**src/rtl/jtag_scan_ctrl.sv**
```systemverilog
// Self-clocked JTAG master: divides clock_i into TCK and walks the TAP through
// IR scans, DR scans and TAP resets on behalf of a request/response interface.
module jtag_scan_ctrl #(
  parameter  int MAX_LEN = 64,
  parameter  int CLK_DIV = 4,
  localparam int LW      = $clog2(MAX_LEN + 1)
) (
  input  logic               clock_i,
  input  logic               reset_i,
  input  logic               req_valid_i,
  output logic               req_ready_o,
  input  logic               req_reset_i,
  input  logic               req_is_ir_i,
  input  logic [LW-1:0]      req_len_i,
  input  logic [MAX_LEN-1:0] req_data_i,
  output logic               rsp_valid_o,
  input  logic               rsp_ready_i,
  output logic [MAX_LEN-1:0] rsp_data_o,
  output logic               rsp_err_o,
  output logic               busy_o,
  output logic               jtag_tck_o,
  output logic               jtag_tms_o,
  output logic               jtag_tdi_o,
  output logic               jtag_trst_no,
  input  logic               jtag_tdo_i
);
  localparam int IW = (MAX_LEN > 1) ? $clog2(MAX_LEN) : 1;
  localparam int CW = (IW > 3) ? IW : 3;
  localparam int DW = (CLK_DIV > 1) ? $clog2(CLK_DIV) : 1;

  typedef enum logic [2:0] {S_INIT_RST, S_IDLE, S_HDR, S_SHIFT, S_TRL, S_RSP} state_e;

  state_e             state_q, state_d;
  logic [CW-1:0]      cnt_q, cnt_d;
  logic [DW-1:0]      div_q, div_d;
  logic               tck_q, tck_d;
  logic               tms_q, tms_d;
  logic               tdi_q, tdi_d;
  logic               trst_q, trst_d;
  logic               is_ir_q, is_ir_d;
  logic               rst_req_q, rst_req_d;
  logic               err_q, err_d;
  logic [CW-1:0]      len_m1_q, len_m1_d;
  logic [MAX_LEN-1:0] data_q, data_d;
  logic [MAX_LEN-1:0] cap_q, cap_d;

  always_comb begin
    // NOTE: every next-state value gets a default first so no path can infer a latch.
    state_d   = state_q;
    cnt_d     = cnt_q;
    div_d     = div_q;
    tck_d     = tck_q;
    is_ir_d   = is_ir_q;
    rst_req_d = rst_req_q;
    err_d     = err_q;
    len_m1_d  = len_m1_q;
    data_d    = data_q;
    cap_d     = cap_q;
    tms_d     = 1'b0;
    tdi_d     = 1'b0;
    trst_d    = 1'b1;

    case (state_q)
      S_IDLE: begin
        if (req_valid_i) begin
          cnt_d     = '0;
          div_d     = '0;
          tck_d     = 1'b0;
          cap_d     = '0;
          err_d     = 1'b0;
          data_d    = req_data_i;
          is_ir_d   = req_is_ir_i;
          rst_req_d = req_reset_i;
          len_m1_d  = CW'(req_len_i - LW'(1));
          if (req_reset_i) begin
            state_d = S_INIT_RST;
          end else if (req_len_i == '0 || req_len_i > LW'(MAX_LEN)) begin
            state_d = S_RSP;
            err_d   = 1'b1;
          end else begin
            state_d = S_HDR;
          end
        end
      end
      S_RSP: begin
        if (rsp_ready_i) state_d = S_IDLE;
      end
      default: begin
        if (div_q != DW'(CLK_DIV - 1)) begin
          div_d = div_q + 1'b1;
        end else begin
          div_d = '0;
          tck_d = ~tck_q;
          if (!tck_q) begin
            if (state_q == S_SHIFT) cap_d[cnt_q[IW-1:0]] = jtag_tdo_i;
          end else begin
            // End of a high phase: step to the next TMS/TDI slot.
            cnt_d = cnt_q + 1'b1;
            case (state_q)
              S_INIT_RST: if (cnt_q == CW'(5)) state_d = rst_req_q ? S_RSP : S_IDLE;
              S_HDR: begin
                if (cnt_q == (is_ir_q ? CW'(3) : CW'(2))) begin
                  state_d = S_SHIFT;
                  cnt_d   = '0;
                end
              end
              S_SHIFT: begin
                if (cnt_q == len_m1_q) begin
                  state_d = S_TRL;
                  cnt_d   = '0;
                end
              end
              S_TRL:   if (cnt_q == CW'(1)) state_d = S_RSP;
              default: ;
            endcase
          end
        end
      end
    endcase

    case (state_d)
      S_INIT_RST: begin
        tms_d  = (cnt_d != CW'(5));
        trst_d = (cnt_d == CW'(5));
      end
      S_HDR:   tms_d = (cnt_d == '0) || (is_ir_d && cnt_d == CW'(1));
      S_SHIFT: begin
        tms_d = (cnt_d == len_m1_d);
        tdi_d = data_d[cnt_d[IW-1:0]];
      end
      S_TRL:   tms_d = (cnt_d == '0);
      default: ;
    endcase
  end

  always_ff @(posedge clock_i) begin
    if (reset_i) begin
      // NOTE: data and capture registers are reset too, so rsp_data reads 0 after reset.
      state_q   <= S_INIT_RST;
      cnt_q     <= '0;
      div_q     <= '0;
      tck_q     <= 1'b0;
      tms_q     <= 1'b1;
      tdi_q     <= 1'b0;
      trst_q    <= 1'b0;
      is_ir_q   <= 1'b0;
      rst_req_q <= 1'b0;
      err_q     <= 1'b0;
      len_m1_q  <= '0;
      data_q    <= '0;
      cap_q     <= '0;
    end else begin
      // NOTE: non-blocking assignments keep every register updating from pre-edge values.
      state_q   <= state_d;
      cnt_q     <= cnt_d;
      div_q     <= div_d;
      tck_q     <= tck_d;
      tms_q     <= tms_d;
      tdi_q     <= tdi_d;
      trst_q    <= trst_d;
      is_ir_q   <= is_ir_d;
      rst_req_q <= rst_req_d;
      err_q     <= err_d;
      len_m1_q  <= len_m1_d;
      data_q    <= data_d;
      cap_q     <= cap_d;
    end
  end

  assign req_ready_o  = (state_q == S_IDLE);
  assign rsp_valid_o  = (state_q == S_RSP);
  assign busy_o       = (state_q != S_IDLE) && (state_q != S_RSP);
  assign rsp_data_o   = cap_q;
  assign rsp_err_o    = err_q;
  assign jtag_tck_o   = tck_q;
  assign jtag_tms_o   = tms_q;
  assign jtag_tdi_o   = tdi_q;
  assign jtag_trst_no = trst_q;
endmodule

```
**config.mk**
```make
export PLATFORM = sky130hd
export DESIGN_NAME = jtag_scan_ctrl
export DESIGN_NICKNAME = d
export VERILOG_FILES = /design/src/rtl/jtag_scan_ctrl.sv
export SDC_FILE = /design/constraint.sdc
export NUM_CORES = 1
export LEC_CHECK = 0
export ABC_AREA = 1
export CORE_UTILIZATION = 64
export DETAILED_ROUTE_END_ITERATION = 8
export DONT_BUFFER_PORTS = 1
export PLACE_DENSITY = 0.76
export SKIP_CTS_REPAIR_TIMING = 1
export SLEW_MARGIN = 5
export SYNTH_ARGS = -nofsm -noshare
export SYNTH_HDL_FRONTEND = slang
export SYNTH_SLANG_ARGS = --single-unit
export TNS_END_PERCENT = 50
```
**constraint.sdc**
```tcl
create_clock -name clock_i -period 3 [get_ports clock_i]
set_input_delay 0.6 -clock clock_i [delete_from_list [all_inputs] [get_ports clock_i]]
set_output_delay 0.6 -clock clock_i [all_outputs]
set_load 0.05 [all_outputs]
```
==> flow_metrics.py, run 1 <==
metrics = {
    "outcome": {
        "status": "finished clean",
    },
    "job": {
        "maxCapViolCount": 0,
    },
    "die": {
        "die_x_um": 110.6,
        "core-area_um2": 11470,
        "fp-row-count": 39,
        "die_h_um": 110.6,
        "start_util_pct": 65.76,
        "io_pins": 150,
        "dieArea_um2": 12220,
    },
    "sta": {
        "tightest_slew_ps": 770.0,
        "finClkSkew_ps": 5.353,
        "rsz0062_at_grt": "no",
        "fin_crit_sh_pct": 89.55,
        "fmaxAchievable_mhz": 372.2,
        "finalWorstPathRequiredPeriod_ps": 2686,
        "setup_violations": 0,
        "hold_viol": 0,
        "finalSetupTns_ps": 0,
        "slew_headroom_pct": 48.66,
        "slew_violations": 0,
    },
    "global_route": {
        "grt_pass1_wl_um": 32520,
        "grt_pass1_vias": 6622,
        "grtUsageTotal_pct": 32.54,
        "antenna_found_initial": 0,
        "grt_max_degree": 148,
        "overflow": 0,
    },
    "clock_tree": {
        "clk_path_buf_depth": 2,
        "tritoncts": "yes",
        "htree_levels": 4,
        "clock-root-buffer": "clkbuf_16",
        "clock_latency_ps": 430,
        "clkSinkCount": 152,
        "cts_buffers": 17,
        "path_clk_slew_ps": 60,
    },
    "critical_path": {
        "worstPathArrival_ps": 3010,
        "path_cells": "inv_2 -> nand2_1 -> nand2_1 -> nor2_1 -> nand3_1 -> nand2_2 -> nand3_4 -> a31oi_2 -> nor2_4 -> nand2_1 -> nor2_1 -> nor2_1 -> nand2_1 -> a21oi_1 -> nor2_1",
        "crit_family": "simple AND/OR/NAND/NOR gates",
        "cp.buffers_inverters": 1,
        "required_ps": 3330,
        "cp_slowest_cell": "dfxtp_1",
        "critPathKind": "reg -> reg",
        "rrSetupSlack_ps": 310,
        "rr_startpoint": "cnt_q[2]$_SDFF_PP0_",
        "cp-start-kind": "flop",
        "crit_start": "cnt_q[2]$_SDFF_PP0_",
        "crit_path_max_incr_delay_ps": 590,
        "crit_fanout": 9,
        "end_kind": "flop",
    },
    "pwr": {
        "power.static_leakage_nw": 3.574,
        "power.total_w": 0.004508,
        "ir_worst_vdd_uv": 492.0,
        "powerDensity_nw_per_um2": 545.7,
    },
    "routing": {
        "ant_nets": 0,
        "finalWirelength_um": 19230,
        "initialDrtViolationCount": 753,
        "routed_via_density": 5.754,
        "routedWlPerCell_um": 15.92,
        "first_pass_iters": 6,
        "post-route-drc-count": 0,
        "num_vias": 6951,
    },
    "logic_synthesis": {
        "synth_top_area_cell": "dfxtp_1",
        "yosysWarnings": 0,
        "synth_flop_cell": "dfxtp_1",
        "yosys.area.top_type_share_pct": 40.35,
        "synth-edff-count": 0,
        "synthSimpleGateAreaFrac_pct": 31.31,
        "synth_xor_area_share_pct": 1.161,
        "syn-num-nets": 1163,
        "netlist_instances": 1081,
        "syn_area_per_cell_um2": 6.976,
        "synthAdderAreaFrac_pct": 0.6637,
        "synth.area.top_cells": "dfxtp_1 40%, nor2_1 13%, nand2_1 9.4%",
        "synth-seq-cells": 152,
        "synth_compound_area_share_pct": 12.99,
        "synth_top_family_by_area": "simple AND/OR/NAND/NOR gates",
        "ys_seq_area_share_pct": 40.35,
        "synthMuxAreaShare_pct": 7.035,
        "postSynth.asyncResetShare_pct": 0,
        "synth_cell_types": 41,
        "synth_area_um2": 7541,
    },
    "layout": {
        "nets": 1136,
        "drive_gt1_share_pct": 7.512,
        "fin_area_um2": 8262,
        "area_growth_pct": 9.557,
        "num_antenna_cells": 0,
        "fillers": 963,
    },
    "min_path": {
        "min_path_type": "in -> reg",
        "min-delay-start": "reset_i",
    },
    "placement": {
        "place.gp.congestion": 0.8981,
        "hpwl_um": 12570,
        "place.port_buffers": 0,
        "place_area_um2": 7595,
    },
}
==> logic make-up after synthesis <==
logic type               after synthesis
buffers and inverters                114
AND/OR/NAND/NOR                      565
multiplexers                          53
adder cells (fa/ha/maj)                4
flip-flops                           152
XOR/XNOR                              10
AO/OA/AOI/OAI                        183
==> metal layers <==
layer	up-vias	wire length, µm	track usage, %
met5	-	0	0
met4	0	444	14.76
met3	41	1487	7.794
met2	254	9231	53.21
met1	3185	8064	40.59
li1	3471	-	-
==> worst reg2reg max path: stages (launching register included) <==
cell and delay (ps):
dfxtp_1 590, inv_2 170, nand2_1 90, nand2_1 50, nor2_1 180, nand3_1 150
nand2_2 130, nand3_4 110, a31oi_2 500, nor2_4 110, nand2_1 100, nor2_1 40
nor2_1 90, nand2_1 70, a21oi_1 150, nor2_1 60
==> path summary, 6_finish.rpt <==
path	depth (start not counted)	endpoint
worst max register to register	15	jtag_tdi_o$_SDFF_PP0_
worst max-delay path	15	jtag_tdi_o$_SDFF_PP0_
worst min register to register	1	div_q[0]$_SDFFE_PP0P_
worst min-delay path	1	rsp_data_o[28]$_SDFFE_PP0P_
==> cells in the final DEF, fill, tap and decap left out, types with 3 or more instances in the layout <==
master,Yosys,final
buf_4,6,13
bufinv_16,0,6
o21a_1,3,3
nand3b_1,8,8
clkbuf_8,0,3
nor2_4,3,5
a21oi_1,74,74
clkbuf_16,0,17
nor2_1,257,255
mux2i_1,53,53
o21ai_0,85,85
or2_1,3,3
xor2_1,9,9
nand4_1,3,3
inv_2,15,15
nand2_1,188,187
or2_0,7,7
dfxtp_1,152,152
o21ai_2,3,3
nand3_1,80,79
nor3_1,7,7
ha_1,4,4
nand3_2,2,3
o21ai_1,8,8
inv_1,37,37
==> state kept, by name (all words and copies together), names as in the netlist, 2 cells and up <==
name	flops
state_q	3
div_q	2
len_m1_q	6
data_q	64
rsp_data_o	64
cnt_q	6
==> layout make-up <==
| cell class | count | area [µm²] | area share, % |
|---|---|---|---|
| Multi-Input combinational cell | 815 | 4036 | 48.86 |
| Sequential cell | 152 | 3043 | 36.83 |
| Clock buffer | 22 | 474.2 | 5.740 |
| Inverter | 53 | 198.9 | 2.408 |
| Clock inverter | 8 | 192.7 | 2.332 |
| Tap cell | 143 | 178.9 | 2.166 |
| Timing Repair Buffer | 15 | 137.6 | 1.666 |
==> metrics by stage <==
step           setup WS, ps  utilization, %  instances  hold slack [ps]
2_1_floorplan         648.8               -       1081            428.3
3_3_place_gp          369.2           66.23       1178            449.7
3_5_place_dp          375.4           66.23       1178            454.8
4_1_cts               367.5           72.05       1208            235.7
5_1_grt               78.31           72.05       1208            231.1
6_report              313.6           72.05       1208            234.3
==> cell usage after synthesis, types with 2 or more instances <==
cell	number
or2_0	7
o21a_1	3
inv_1	37
clkbuf_1	34
or2_2	2
a21oi_1	74
or2_1	3
buf_6	2
nor2_4	3
o21ai_1	8
inv_2	15
nand2_2	2
nand3_1	80
dfxtp_1	152
nand3b_1	8
buf_2	19
o21ai_0	85
nand3_2	2
a31oi_1	2
ha_1	4
nor2_1	257
o21ai_2	3
buf_4	6
nand2_1	188
mux2i_1	53
nor3_1	7
nand4_1	3
xor2_1	9
==> where the power goes <==
| part | leakage [nW] | switching, W | internal (W) | total (W) |
|---|---|---|---|---|
| Clock | 0.322 | 0.000813 | 0.00162 | 0.00243 |
| Combinational | 2.03 | 0.0000345 | 0.0000205 | 0.0000550 |
| Sequential | 1.22 | 0.00000271 | 0.00202 | 0.00203 |
Note: power is estimated with default switching activity, not from simulation.
==> inputs of run 2 (changes only) <==
RECOVER_POWER = 100   (was default)
==> flow_metrics.py, run 2 (synthesis results as in run 1) <==
metrics = {
    "outcome": {
        "status": "finished clean",
    },
    "sta": {
        "tightest_slew_ps": 1104,
        "slew_violations": 0,
        "finalWorstPathRequiredPeriod_ps": 2683,
        "fmaxAchievable_mhz": 372.7,
        "setup_violations": 0,
        "rsz0062_at_grt": "no",
        "hold_viol": 0,
        "slew_headroom_pct": 26.37,
        "fin_crit_sh_pct": 89.43,
        "finClkSkew_ps": 5.236,
        "finalSetupTns_ps": 0,
    },
    "layout": {
        "fin_cells": 1208,
        "drive_gt1_share_pct": 7.042,
        "nets": 1136,
        "fin_util_pct": 71.86,
        "area_growth_pct": 9.275,
        "final_cell_mix": "255 x nor2_1, 187 x nand2_1, 152 x dfxtp_1",
        "layout_commonest_cell": "nor2_1",
        "num_antenna_cells": 0,
        "multi_input_area_um2": 4031,
        "seq_area_um2": 3043,
        "fillers": 970,
    },
    "critical_path": {
        "worstPathArrival_ps": 3010,
        "r2r_end": "jtag_tdi_o$_SDFF_PP0_",
        "path_cells": "nand3_1 -> nor2_1 -> xor2_1 -> nand3_2 -> o21ai_2 -> nor2_4 -> nand3_1 -> nand2_1 -> nor2_1 -> nand2_1 -> a21oi_1 -> nor2_1",
        "end_kind": "flop",
        "crit_family": "simple AND/OR/NAND/NOR gates",
        "rr_startpoint": "cnt_q[2]$_SDFF_PP0_",
        "required_ps": 3330,
        "cp.depth": 12,
        "crit_fanout": 10,
        "cp.buffers_inverters": 0,
        "cp_slowest_cell": "dfxtp_1",
        "cp-start-kind": "flop",
        "critPathKind": "reg -> reg",
        "rrSetupSlack_ps": 320,
        "reg2regPathDepth": 12,
        "crit_path_max_incr_delay_ps": 560,
        "crit_path_frequent_cell": "nor2_1",
    },
    "clock_tree": {
        "tritoncts": "yes",
        "clkSinkCount": 152,
        "clock_latency_ps": 430,
        "clk_path_buf_depth": 2,
        "path_clk_slew_ps": 60,
        "clock-root-buffer": "clkbuf_16",
        "cts_buffers": 17,
        "htree_levels": 4,
    },
    "die": {
        "start_util_pct": 65.76,
        "core-area_um2": 11470,
        "die_h_um": 110.6,
        "fp-row-count": 39,
        "io_pins": 150,
        "dieArea_um2": 12220,
        "die_x_um": 110.6,
    },
    "routing": {
        "routed_via_density": 5.782,
        "routedWlPerCell_um": 16.03,
        "initialDrtViolationCount": 748,
        "finalWirelength_um": 19360,
        "post-route-drc-count": 0,
        "num_vias": 6985,
        "first_pass_iters": 6,
        "ant_nets": 0,
    },
    "placement": {
        "hpwl_um": 12570,
        "dp_cells": 1178,
        "place.gp.congestion": 0.8981,
        "place.port_buffers": 0,
    },
    "global_route": {
        "antenna_found_initial": 0,
        "overflow": 0,
        "grt_pass1_vias": 6622,
        "grtUsageTotal_pct": 32.54,
        "grt_max_degree": 148,
        "grt_pass1_wl_um": 32520,
    },
    "pwr": {
        "ir_worst_vdd_uv": 492.6,
        "powerDensity_nw_per_um2": 547.2,
        "power.static_leakage_nw": 3.564,
    },
    "min_path": {
        "min_path_type": "in -> reg",
        "min-delay-start": "reset_i",
        "hold_depth": 1,
        "min_to": "rsp_data_o[28]$_SDFFE_PP0P_",
    },
    "job": {
        "maxCapViolCount": 0,
    },
}
run 2: changes by cell type in the layout (fill, tap and decap cells not counted):
cell,change
o21ai_0,+4
o21ai_1,-4
nand3_1,+1
nand3_2,-1
clkbuf_1,+3
clkbuf_2,+2
inv_2,-1
inv_1,+1
buf_4,-5
run 2: routing by layer:
metal	wire [µm]	track usage [%]	share of wire, %
met4	519	14.76	2.7
met3	1363	7.794	7.0
met1	8153	40.59	42
met5	0	0	0
met2	9325	53.21	48
run 2: worst reg2reg max path, stage by stage, from the launching register on:
cell and delay, ps:
dfxtp_1 560, nand3_1 450, nor2_1 320, xor2_1 260
nand3_2 100, o21ai_2 230, nor2_4 130, nand3_1 110
nand2_1 50, nor2_1 100, nand2_1 70, a21oi_1 150
nor2_1 60
run 2: power breakdown:
group	total, W	switching, W	leakage (nW)	internal, W
clock network	0.00243	0.000814	0.322	0.00161
logic	0.0000542	0.0000344	2.02	0.0000197
registers	0.00203	0.00000263	1.22	0.00202
total	0.00451	0.000851	3.56	0.00366
run 2: metrics by stage:
step | worst slack (ps) | instance area [µm²] | total power (W) | hold slack, ps
floorplan | 648.8 | 7541 | 0.002138 | 428.3
global placement | 369.2 | 7595 | 0.002124 | 449.7
detailed placement | 375.4 | 7595 | 0.002125 | 454.8
CTS | 367.5 | 8262 | 0.004521 | 235.7
global route | 68.40 | 8240 | 0.004624 | 231.1
finish | 317.1 | 8240 | 0.004509 | 234.4
run 2: worst max-delay path by stage:
| stage | start | end | slack, ps |
|---|---|---|---|
| 6_report | cnt_q[2]$_SDFF_PP0_ | jtag_tdi_o$_SDFF_PP0_ | 320 |
| 3_3_place_gp | req_valid_i | jtag_tdi_o$_SDFF_PP0_ | 370 |
| 3_5_place_dp | req_valid_i | jtag_tdi_o$_SDFF_PP0_ | 380 |
| 4_1_cts | cnt_q[2]$_SDFF_PP0_ | jtag_tdi_o$_SDFF_PP0_ | 370 |
| 2_1_floorplan | state_q[1]$_SDFF_PP0_ | req_ready_o | 650 |
| 5_1_grt | state_q[1]$_SDFF_PP0_ | rsp_data_o[63]$_SDFFE_PP0P_ | 70 |
run 2: final cells by class:
| cell class | instances | area share, % |
|---|---|---|
| sequential | 152 | 36.93 |
| timing repair buffer | 15 | 1.473 |
| multi-input combinational | 815 | 48.92 |
| tap | 143 | 2.171 |
| clock inverter | 8 | 2.338 |
| clock buffer | 22 | 5.755 |
| inverter | 53 | 2.414 |
==> inputs of run 3 (changes only) <==
CORE_UTILIZATION = 66   (was 64)
CTS_BUF_LIST = sky130_fd_sc_hd__clkbuf_8   (was default)
PLACE_DENSITY = 0.78   (was 0.76)
==> flow_metrics.py, run 3 (synthesis results as in run 1) <==
metrics = {
    "sta": {
        "hold_viol": 0,
        "setup_violations": 0,
        "rsz0062_at_grt": "no",
        "tightest_slew_ps": 911.0,
        "finalSetupTns_ps": 0,
        "finalWorstPathRequiredPeriod_ps": 2725,
        "fin_crit_sh_pct": 90.82,
        "finClkSkew_ps": 6.887,
        "slew_headroom_pct": 39.26,
        "fmaxAchievable_mhz": 367.0,
        "whs_ps": 184.7,
        "slew_violations": 0,
    },
    "pwr": {
        "power.static_leakage_nw": 3.453,
        "power.total_w": 0.003608,
        "powerDensity_nw_per_um2": 454.4,
        "ir_worst_vdd_uv": 385.6,
    },
    "layout": {
        "num_antenna_cells": 0,
        "final_cell_mix": "256 x nor2_1, 188 x nand2_1, 152 x dfxtp_1",
        "fin_area_um2": 7940,
        "nets": 1136,
        "area_growth_pct": 5.293,
        "drive_gt1_share_pct": 6.848,
        "fin_util_pct": 72.29,
        "fillers": 940,
        "layout_commonest_cell": "nor2_1",
    },
    "critical_path": {
        "crit_path_max_incr_delay_ps": 580,
        "required_ps": 3370,
        "rrSetupSlack_ps": 280,
        "crit_path_frequent_cell": "nand2_1",
        "crit_fanout": 9,
        "cp-start-kind": "flop",
        "crit_family": "simple AND/OR/NAND/NOR gates",
        "rr_startpoint": "cnt_q[2]$_SDFF_PP0_",
        "worstPathArrival_ps": 3090,
        "reg2regPathDepth": 15,
        "cp_slowest_cell": "dfxtp_1",
        "cp.buffers_inverters": 1,
        "r2r_end": "jtag_tdi_o$_SDFF_PP0_",
        "crit_start": "cnt_q[2]$_SDFF_PP0_",
        "path_cells": "inv_2 -> nand2_1 -> nand2_1 -> nor2_1 -> nand3_1 -> nand2_1 -> nand3_4 -> a31oi_2 -> nor2_4 -> nand2_1 -> nor2_1 -> nor2_1 -> nand2_1 -> a21oi_1 -> nor2_1",
        "end_kind": "flop",
        "critPathKind": "reg -> reg",
    },
    "die": {
        "dieArea_um2": 11860,
        "die_x_um": 108.9,
        "core-area_um2": 10980,
        "io_pins": 150,
        "die_h_um": 108.9,
        "start_util_pct": 68.66,
        "fp-row-count": 38,
    },
    "clock_tree": {
        "htree_levels": 4,
        "clock-root-buffer": "clkbuf_8",
        "clkSinkCount": 152,
        "clk_path_buf_depth": 2,
        "path_clk_slew_ps": 80,
        "cts_buffers": 17,
        "clock_latency_ps": 470,
        "tritoncts": "yes",
    },
    "global_route": {
        "grt_pass1_wl_um": 29960,
        "overflow": 0,
        "grt_max_degree": 148,
        "grt_pass1_vias": 6051,
        "grtUsageTotal_pct": 32.62,
        "antenna_found_initial": 0,
    },
    "routing": {
        "routed_via_density": 5.731,
        "ant_nets": 0,
        "initialDrtViolationCount": 831,
        "post-route-drc-count": 0,
        "met3_length_um": 1682,
        "first_pass_iters": 6,
        "routedWlPerCell_um": 15.87,
        "met2_length_um": 9054,
        "finalWirelength_um": 19140,
        "drt-met1-wl_um": 7928,
        "maxUsedRoutingLayer": "met4",
        "num_vias": 6912,
    },
    "placement": {
        "place.gp.congestion": 0.8978,
        "place_area_um2": 7591,
        "place.port_buffers": 0,
        "hpwl_um": 12690,
    },
    "min_path": {
        "min_to": "rsp_data_o[29]$_SDFFE_PP0P_",
        "min_path_type": "in -> reg",
        "hold_depth": 1,
        "min-delay-start": "reset_i",
    },
    "job": {
        "maxCapViolCount": 0,
    },
    "outcome": {
        "status": "finished clean",
    },
}
[run 3: cell types whose count changed in the layout (fill, tap and decap cells not counted), moves of 3 or more]
cell       before  now
bufinv_16       6    2
clkbuf_1        5    2
clkbuf_16      17    0
clkbuf_8        3   20
clkinv_2        1    4
inv_1          38   41
[run 3: cell type report]
class | count | area [µm²] | share of cell area, %
Timing Repair Buffer | 15 | 118.9 | 1.497
Clock buffer | 20 | 275.3 | 3.467
Multi-Input combinational cell | 815 | 4021 | 50.65
Inverter | 53 | 198.9 | 2.506
Sequential cell | 152 | 3043 | 38.32
Tap cell | 140 | 175.2 | 2.206
Clock inverter | 11 | 107.6 | 1.355
[run 3: worst max path at each step]
stage | to | slack [ps] | cells after the start
after global routing | jtag_tdi_o$_SDFF_PP0_ | 10 | 18
final | jtag_tdi_o$_SDFF_PP0_ | 280 | 15
after CTS | jtag_tdi_o$_SDFF_PP0_ | 330 | 14
after global placement | jtag_tdi_o$_SDFF_PP0_ | 360 | 19
after floorplan | req_ready_o | 650 | 6
after detailed placement | jtag_tdi_o$_SDFF_PP0_ | 360 | 14
[run 3: routing by layer]
metal | vias to the layer above | global-route usage, %
met4 | 0 | 12.36
met3 | 36 | 10.22
met2 | 264 | 52.70
li1 | 3463 | -
met5 | - | 0
met1 | 3149 | 40.50
[run 3: through the flow]
| step | cells | worst slack (ps) |
|---|---|---|
| 3_3_place_gp | 1175 | 356.8 |
| 3_5_place_dp | 1175 | 358.9 |
| 2_1_floorplan | 1081 | 648.8 |
| 6_report | 1206 | 275.5 |
| 4_1_cts | 1206 | 325.8 |
| 5_1_grt | 1206 | 14.74 |
[run 3: report_power, final]
part,internal (W),leakage (nW),switching (W)
logic,0.0000196,2.02,0.0000353
clock network,0.000786,0.208,0.000745
registers,0.00202,1.22,0.00000260
